`src/rtl/roic_pkg.sv`:
```
// Shared constants and types for the ROIC channel framer and its output buffer.
package roic_pkg;

  localparam int ROIC_WORD_W      = 24;
  localparam int DEF_NUM_CH       = 256;
  localparam int DEF_START_OFFSET = 1;
  localparam int DEF_FIFO_DEPTH   = 16;
  localparam int SKIP_W           = 4;

  typedef enum logic [1:0] {
    IDLE    = 2'd0,
    SKIP    = 2'd1,
    CAPTURE = 2'd2
  } framer_state_t;

endpackage

```
`src/rtl/roic_sync_fifo.sv`:
```
// Single-clock first-word-fall-through FIFO; head word is always on rd_data.
module roic_sync_fifo #(
  parameter int W     = 8,
  parameter int DEPTH = 16
) (
  input  logic         clk,
  input  logic         rst_n,
  input  logic         wr_en,
  input  logic [W-1:0] wr_data,
  input  logic         rd_en,
  output logic [W-1:0] rd_data,
  output logic         full,
  output logic         empty
);

  localparam int AW = $clog2(DEPTH);

  logic [W-1:0] mem [DEPTH];
  logic [AW:0]  wr_ptr;
  logic [AW:0]  rd_ptr;
  logic         wr_ok;
  logic         rd_ok;

  assign empty = (wr_ptr == rd_ptr);
  assign full  = (wr_ptr[AW] != rd_ptr[AW]) && (wr_ptr[AW-1:0] == rd_ptr[AW-1:0]);
  assign rd_ok = rd_en & ~empty;
  // A pop in the same cycle frees the slot being written, so full+pop still accepts.
  assign wr_ok = wr_en & (~full | rd_ok);

  always_ff @(posedge clk) begin
    if (!rst_n) begin
      wr_ptr <= '0;
      rd_ptr <= '0;
    end else begin
      if (wr_ok) wr_ptr <= wr_ptr + 1'b1;
      if (rd_ok) rd_ptr <= rd_ptr + 1'b1;
    end
  end

  always_ff @(posedge clk) begin
    if (wr_ok) mem[wr_ptr[AW-1:0]] <= wr_data;
  end

  assign rd_data = mem[rd_ptr[AW-1:0]];

endmodule

```
`src/rtl/roic_channel_framer.sv`:
```
// Frames a detector word stream into indexed channel samples with SOL/EOL tags,
// buffered through an FWFT FIFO behind a valid/ready output.
module roic_channel_framer
  import roic_pkg::*;
#(
  parameter int NUM_CH       = DEF_NUM_CH,
  parameter int START_OFFSET = DEF_START_OFFSET,
  parameter int FIFO_DEPTH   = DEF_FIFO_DEPTH
) (
  input  logic                      clk,
  input  logic                      rst_n,
  input  logic                      en,
  input  logic [ROIC_WORD_W-1:0]    word_data_in,
  input  logic                      first_sample_pulse_in,
  output logic [ROIC_WORD_W-1:0]    m_data,
  output logic [$clog2(NUM_CH)-1:0] m_ch_idx,
  output logic                      m_sol,
  output logic                      m_eol,
  output logic                      m_valid,
  input  logic                      m_ready,
  output logic                      overflow_err,
  input  logic                      err_clr,
  output logic                      short_line_err,
  output logic [15:0]               line_count,
  output logic                      busy
);

  localparam int CH_W = $clog2(NUM_CH);
  localparam int EW   = ROIC_WORD_W + CH_W + 2;
  localparam logic [CH_W-1:0]   LAST_CH  = CH_W'(NUM_CH - 1);
  localparam logic [SKIP_W-1:0] SKIP_INI = SKIP_W'(START_OFFSET - 1);

  framer_state_t     state, state_nxt;
  logic [SKIP_W-1:0] skip_cnt, skip_nxt;
  logic [CH_W-1:0]   ch_cnt, ch_nxt;
  logic              cap, abort, line_done;

  logic                   push_vld;
  logic [ROIC_WORD_W-1:0] push_data;
  logic [CH_W-1:0]        push_idx;
  logic                   push_sol;
  logic                   push_eol;

  logic [EW-1:0] head;
  logic          fifo_full;
  logic          fifo_empty;
  logic          pop;
  logic          drop;

  always_ff @(posedge clk) begin
    if (!rst_n) begin
      state    <= IDLE;
      skip_cnt <= '0;
      ch_cnt   <= '0;
    end else begin
      state    <= state_nxt;
      skip_cnt <= skip_nxt;
      ch_cnt   <= ch_nxt;
    end
  end

  always_comb begin
    state_nxt = state;
    skip_nxt  = skip_cnt;
    ch_nxt    = ch_cnt;
    cap       = 1'b0;
    abort     = 1'b0;
    line_done = 1'b0;
    if (!en) begin
      state_nxt = IDLE;
      skip_nxt  = '0;
      ch_nxt    = '0;
    end else if (first_sample_pulse_in) begin
      // A line marker always restarts framing; mid-line it also flags the abort.
      abort  = (state != IDLE);
      ch_nxt = '0;
      if (START_OFFSET == 1) begin
        state_nxt = CAPTURE;
        skip_nxt  = '0;
      end else begin
        state_nxt = SKIP;
        skip_nxt  = SKIP_INI;
      end
    end else begin
      case (state)
        SKIP: begin
          skip_nxt = skip_cnt - 1'b1;
          if (skip_cnt == SKIP_W'(1)) state_nxt = CAPTURE;
        end
        CAPTURE: begin
          cap = 1'b1;
          if (ch_cnt == LAST_CH) begin
            line_done = 1'b1;
            state_nxt = IDLE;
            ch_nxt    = '0;
          end else begin
            ch_nxt = ch_cnt + 1'b1;
          end
        end
        default: state_nxt = IDLE;
      endcase
    end
  end

  // Captured words are staged one cycle before the FIFO write.
  always_ff @(posedge clk) begin
    if (!rst_n) begin
      push_vld       <= 1'b0;
      push_data      <= '0;
      push_idx       <= '0;
      push_sol       <= 1'b0;
      push_eol       <= 1'b0;
      short_line_err <= 1'b0;
      line_count     <= '0;
    end else begin
      push_vld       <= cap;
      push_data      <= word_data_in;
      push_idx       <= ch_cnt;
      push_sol       <= cap && (ch_cnt == '0);
      push_eol       <= line_done;
      short_line_err <= abort;
      line_count     <= line_count + 16'(line_done);
    end
  end

  assign pop  = m_valid & m_ready;
  assign drop = push_vld & fifo_full & ~pop;

  always_ff @(posedge clk) begin
    if (!rst_n)       overflow_err <= 1'b0;
    else if (drop)    overflow_err <= 1'b1;
    else if (err_clr) overflow_err <= 1'b0;
  end

  roic_sync_fifo #(
    .W     (EW),
    .DEPTH (FIFO_DEPTH)
  ) u_fifo (
    .clk     (clk),
    .rst_n   (rst_n),
    .wr_en   (push_vld),
    .wr_data ({push_data, push_idx, push_sol, push_eol}),
    .rd_en   (pop),
    .rd_data (head),
    .full    (fifo_full),
    .empty   (fifo_empty)
  );

  // Mask the head when empty so outputs read as zero after reset.
  assign m_valid = ~fifo_empty;
  assign {m_data, m_ch_idx, m_sol, m_eol} = fifo_empty ? '0 : head;
  assign busy = (state != IDLE);

endmodule

```
`config.mk`:
```
export PLATFORM = sky130hd
export DESIGN_NAME = roic_channel_framer
export DESIGN_NICKNAME = d
export VERILOG_FILES = /design/src/rtl/roic_pkg.sv /design/src/rtl/roic_sync_fifo.sv /design/src/rtl/roic_channel_framer.sv
export SDC_FILE = /design/constraint.sdc
export NUM_CORES = 1
export LEC_CHECK = 0
export CORE_UTILIZATION = 60
export DETAILED_ROUTE_END_ITERATION = 7
export PLACE_DENSITY = 0.84
export SETUP_SLACK_MARGIN = 0.05
export SYNTH_ARGS = -nofsm -noshare
export SYNTH_HDL_FRONTEND = slang
export SYNTH_SLANG_ARGS = --single-unit
```
`constraint.sdc`:
```
create_clock -name clk -period 3.47 [get_ports clk]
set_input_delay 0.347 -clock clk [delete_from_list [all_inputs] [get_ports clk]]
set_output_delay 0.347 -clock clk [all_outputs]
set_load 0.03 [all_outputs]
```
==> impl_metrics.json <==
{
  "worst_slack_ns": 0.138,
  "yosys_warnings": 0,
  "r2r_setup_slack_ns": 0.72,
  "crit_buf_inv": 2,
  "grt_pass1_vias": 12700,
  "crit_fanout": 36,
  "grt_overflow_total": 0,
  "die_h_um": 199,
  "period_needed_ns": 3.33,
  "worstSetupStartpointType": "register",
  "dieArea_um2": 39500,
  "total_power_mw": 14.6,
  "setup_viol": 0,
  "r2r-end": "u_fifo.mem[6][30]$_DFFE_PP_",
  "synthSimpleGateAreaFrac_pct": 4.38,
  "cpMaxStageDelayCell": "clkdlybuf4s50_1",
  "worst_hold_slack_ns": 0.297,
  "leakage_nw": 8.90,
  "grt_max_degree": 54,
  "syn_avg_cell_area_um2": 20.3,
  "peakVddDrop_v": 0.000349,
  "fin_skew_ns": 0.0295,
  "synth-main-ff-cell": "edfxtp_1",
  "htree_levels": 2,
  "synth_xor_area_share_pct": 0.899,
  "period_share_pct": 96.0,
  "ys_seq_area_share_pct": 76.8,
  "pre_cts_ws_ns": 0.651,
  "portBuffers": 83,
  "row_count": 71,
  "power_density_nw_per_um2": 537,
  "cts_max_path_buffers": 3,
  "syn_to_final_growth_pct": 16.8,
  "hold_buffers": 0,
  "wl_per_cell_um": 29.7,
  "holdPathStages": 3,
  "status": "complete, no violations",
  "n_antenna_cell": 0,
  "critPathMaxStageDelay_ns": 0.72,
  "crit_family": "buffers and inverters",
  "crit_required_ns": 3.12,
  "relSlewSlack_pct": 50.8,
  "stdcell_count": 1838,
  "synth_top_family_by_area": "multiplexers",
  "synth-seq-cells": 620,
  "path_cells": "xor2_1, nor4_4, and2_2, buf_12, nor3_1, clkdlybuf4s50_1",
  "vias_per_cell": 6.60,
  "synth.distinct_cells": 43,
  "worstSetupPathType": "register to output pin",
  "fin_nets": 1316,
  "gp_congestion": 0.789,
  "rsz0062_at_grt": "no",
  "vias": 12100,
  "synth_fa_ha_area_share_pct": 0.485,
  "cts.clk_slew.worst_paths_ns": 0.06,
  "worst_pin_slew_ns": 0.732,
  "dr.pass1.iters": 5,
  "hp-class": "input pin to register",
  "drive_gt1_share_pct": 24.6,
  "slew_viol_final": 0,
  "worstSetupEndpointType": "output pin",
  "wirelength_um": 54500,
  "io_pins": 84,
  "drcViolationCount": 0,
  "cts_sinks": 620,
  "clock_latency_ns": 0.63,
  "die_width_um": 199,
  "root_buffer": "clkbuf_16",
  "grt_pass1_wl_um": 80000,
  "ant_nets": 0,
  "dpl_cell_area_um2": 25200,
  "min_from": "rst_n",
  "synth-edff-count": 544,
  "worst-endpoint-arrival_ns": 2.98,
  "r2r_cells": 5,
  "cts_inserted_buffers": 58,
  "tritoncts": "done",
  "synthMuxAreaShare_pct": 13.5,
  "maxCapViolations": 0,
  "initialDrtViolationCount": 1410,
  "hpwlAfterDp_um": 29900,
  "antenna_found_initial": 1,
  "final-hold-violation-count": 0,
  "core_area_um2": 37800,
  "r2r_start": "u_fifo.wr_ptr[3]$_SDFFE_PN0P_",
  "initial_utilization_pct": 61.4,
  "fin_util_pct": 71.7,
  "fmax_mhz": 300,
  "synth_compound_gate_area_share_pct": 2.44,
  "syn_area_um2": 23200,
  "placed_cells": 1723,
  "ys_async_sr_fraction_pct": 0,
  "grtUsageTotal_pct": 28.6,
  "hold_end": "line_count[2]$_SDFF_PN0_",
  "synth_cells": 1144,
  "timing.setup.tns_ns": 0,
  "synth.net_count": 1183,
  "fin_area_um2": 27100
}
## cell type report
class | instances | area [um2]
Timing Repair Buffer | 136 | 1630
Sequential cell | 620 | 17900
Clock buffer | 79 | 1610
Tap cell | 511 | 639
Multi-Input combinational cell | 452 | 5100
Inverter | 9 | 33.8
Fill cell | 2112 | 10700
Clock inverter | 31 | 255
## synth_stat cells, types with 2 or more instances
| cell type | instances | area, um2 |
|---|---|---|
| mux4_2 | 136 | 3060 |
| and2_1 | 37 | 231 |
| mux2i_1 | 8 | 80.1 |
| nand2b_1 | 6 | 37.5 |
| nand2_1 | 24 | 90.1 |
| xor2_1 | 19 | 166 |
| xnor2_1 | 3 | 26.3 |
| nor3_1 | 38 | 190 |
| clkbuf_1 | 24 | 90.1 |
| buf_4 | 5 | 37.5 |
| a31oi_1 | 2 | 12.5 |
| edfxtp_1 | 544 | 16300 |
| nor2_1 | 26 | 97.6 |
| nand4_1 | 9 | 56.3 |
| nand3_1 | 10 | 50.1 |
| buf_1 | 2 | 7.51 |
| ha_1 | 9 | 113 |
| dfxtp_1 | 76 | 1520 |
| o21ai_0 | 2 | 10.0 |
| buf_2 | 32 | 160 |
| o22ai_1 | 68 | 425 |
| inv_1 | 9 | 33.8 |
| or3_1 | 4 | 25.0 |
| and3_1 | 18 | 113 |
| a21oi_1 | 9 | 45.0 |
| and4_1 | 7 | 61.3 |
## how the worst max path moves through the flow
stage	endpoint	slack [ns]	cells past startpoint	from
finish	m_data[4]	0.14	6	u_fifo.wr_ptr[3]$_SDFFE_PN0P_
global route	m_data[10]	0.05	6	u_fifo.wr_ptr[1]$_SDFFE_PN0P_
CTS	m_data[18]	0.06	5	register
detailed placement	m_data[18]	0.65	5	register
global placement	m_data[14]	0.71	5	register
floorplan	u_fifo.mem[15][0]$_DFFE_PP_	0.38	4	u_fifo.wr_ptr[0]$_SDFFE_PN0P_
## what timing repair did
item,in CTS,in global routing
pin swaps,0,1
resized for setup,3,13
hold endpoints to repair,0,0
buffers inserted,5,0
setup endpoints to repair,10,18
## metal layers
metal	track usage (%)	up-vias	part of all wire (%)
li1	-	4963	-
met1	37.9	6260	37
met2	47.2	781	51
met3	4.88	123	8.5
met4	12.7	2	3.7
met5	0	-	0.013
## power breakdown
| part | switching [mW] | internal, mW |
|---|---|---|
| clock network | 2.74 | 3.49 |
| logic | 0.106 | 0.0988 |
| registers | 0.0738 | 8.08 |
| total | 2.92 | 11.7 |
## logic make-up (layout without fill, tap and decap cells)
logic type | Yosys count | after routing
simple gates | 186 | 186
buf+inv | 72 | 255
flops | 620 | 620
fa+ha+maj | 9 | 9
xor+xnor | 23 | 23
compound gates | 90 | 90
mux | 144 | 144
## cells in the final DEF (no fill, tap or decap), drive strengths merged, types with 10 or more instances in the layout
master         count
buf               70
nor2              27
clkinv            21
inv               13
xor2              19
nand2             24
nand3             10
and3              18
mux4             136
o22ai             68
clkdlybuf4s50     55
a21oi             10
edfxtp           544
nor3              38
dlymetal6s2s      10
clkbuf            79
and2              37
dfxtp             76
## flip-flops by register name (all words and copies together) (netlist names), named ones only
signal          cells
push_eol            1
ch_cnt              8
short_line_err      1
state               1
u_fifo.rd_ptr       5
line_count         16
u_fifo.wr_ptr       5
push_data          24
push_sol            1
overflow_err        1
push_idx            8
u_fifo.mem        544
push_vld            1
## worst min-delay path, stage by stage
cell,delay [ns]
buf_2,0.08
inv_1,0.26
nor2_1,0.17
Note: power is estimated with default switching activity, not from simulation.
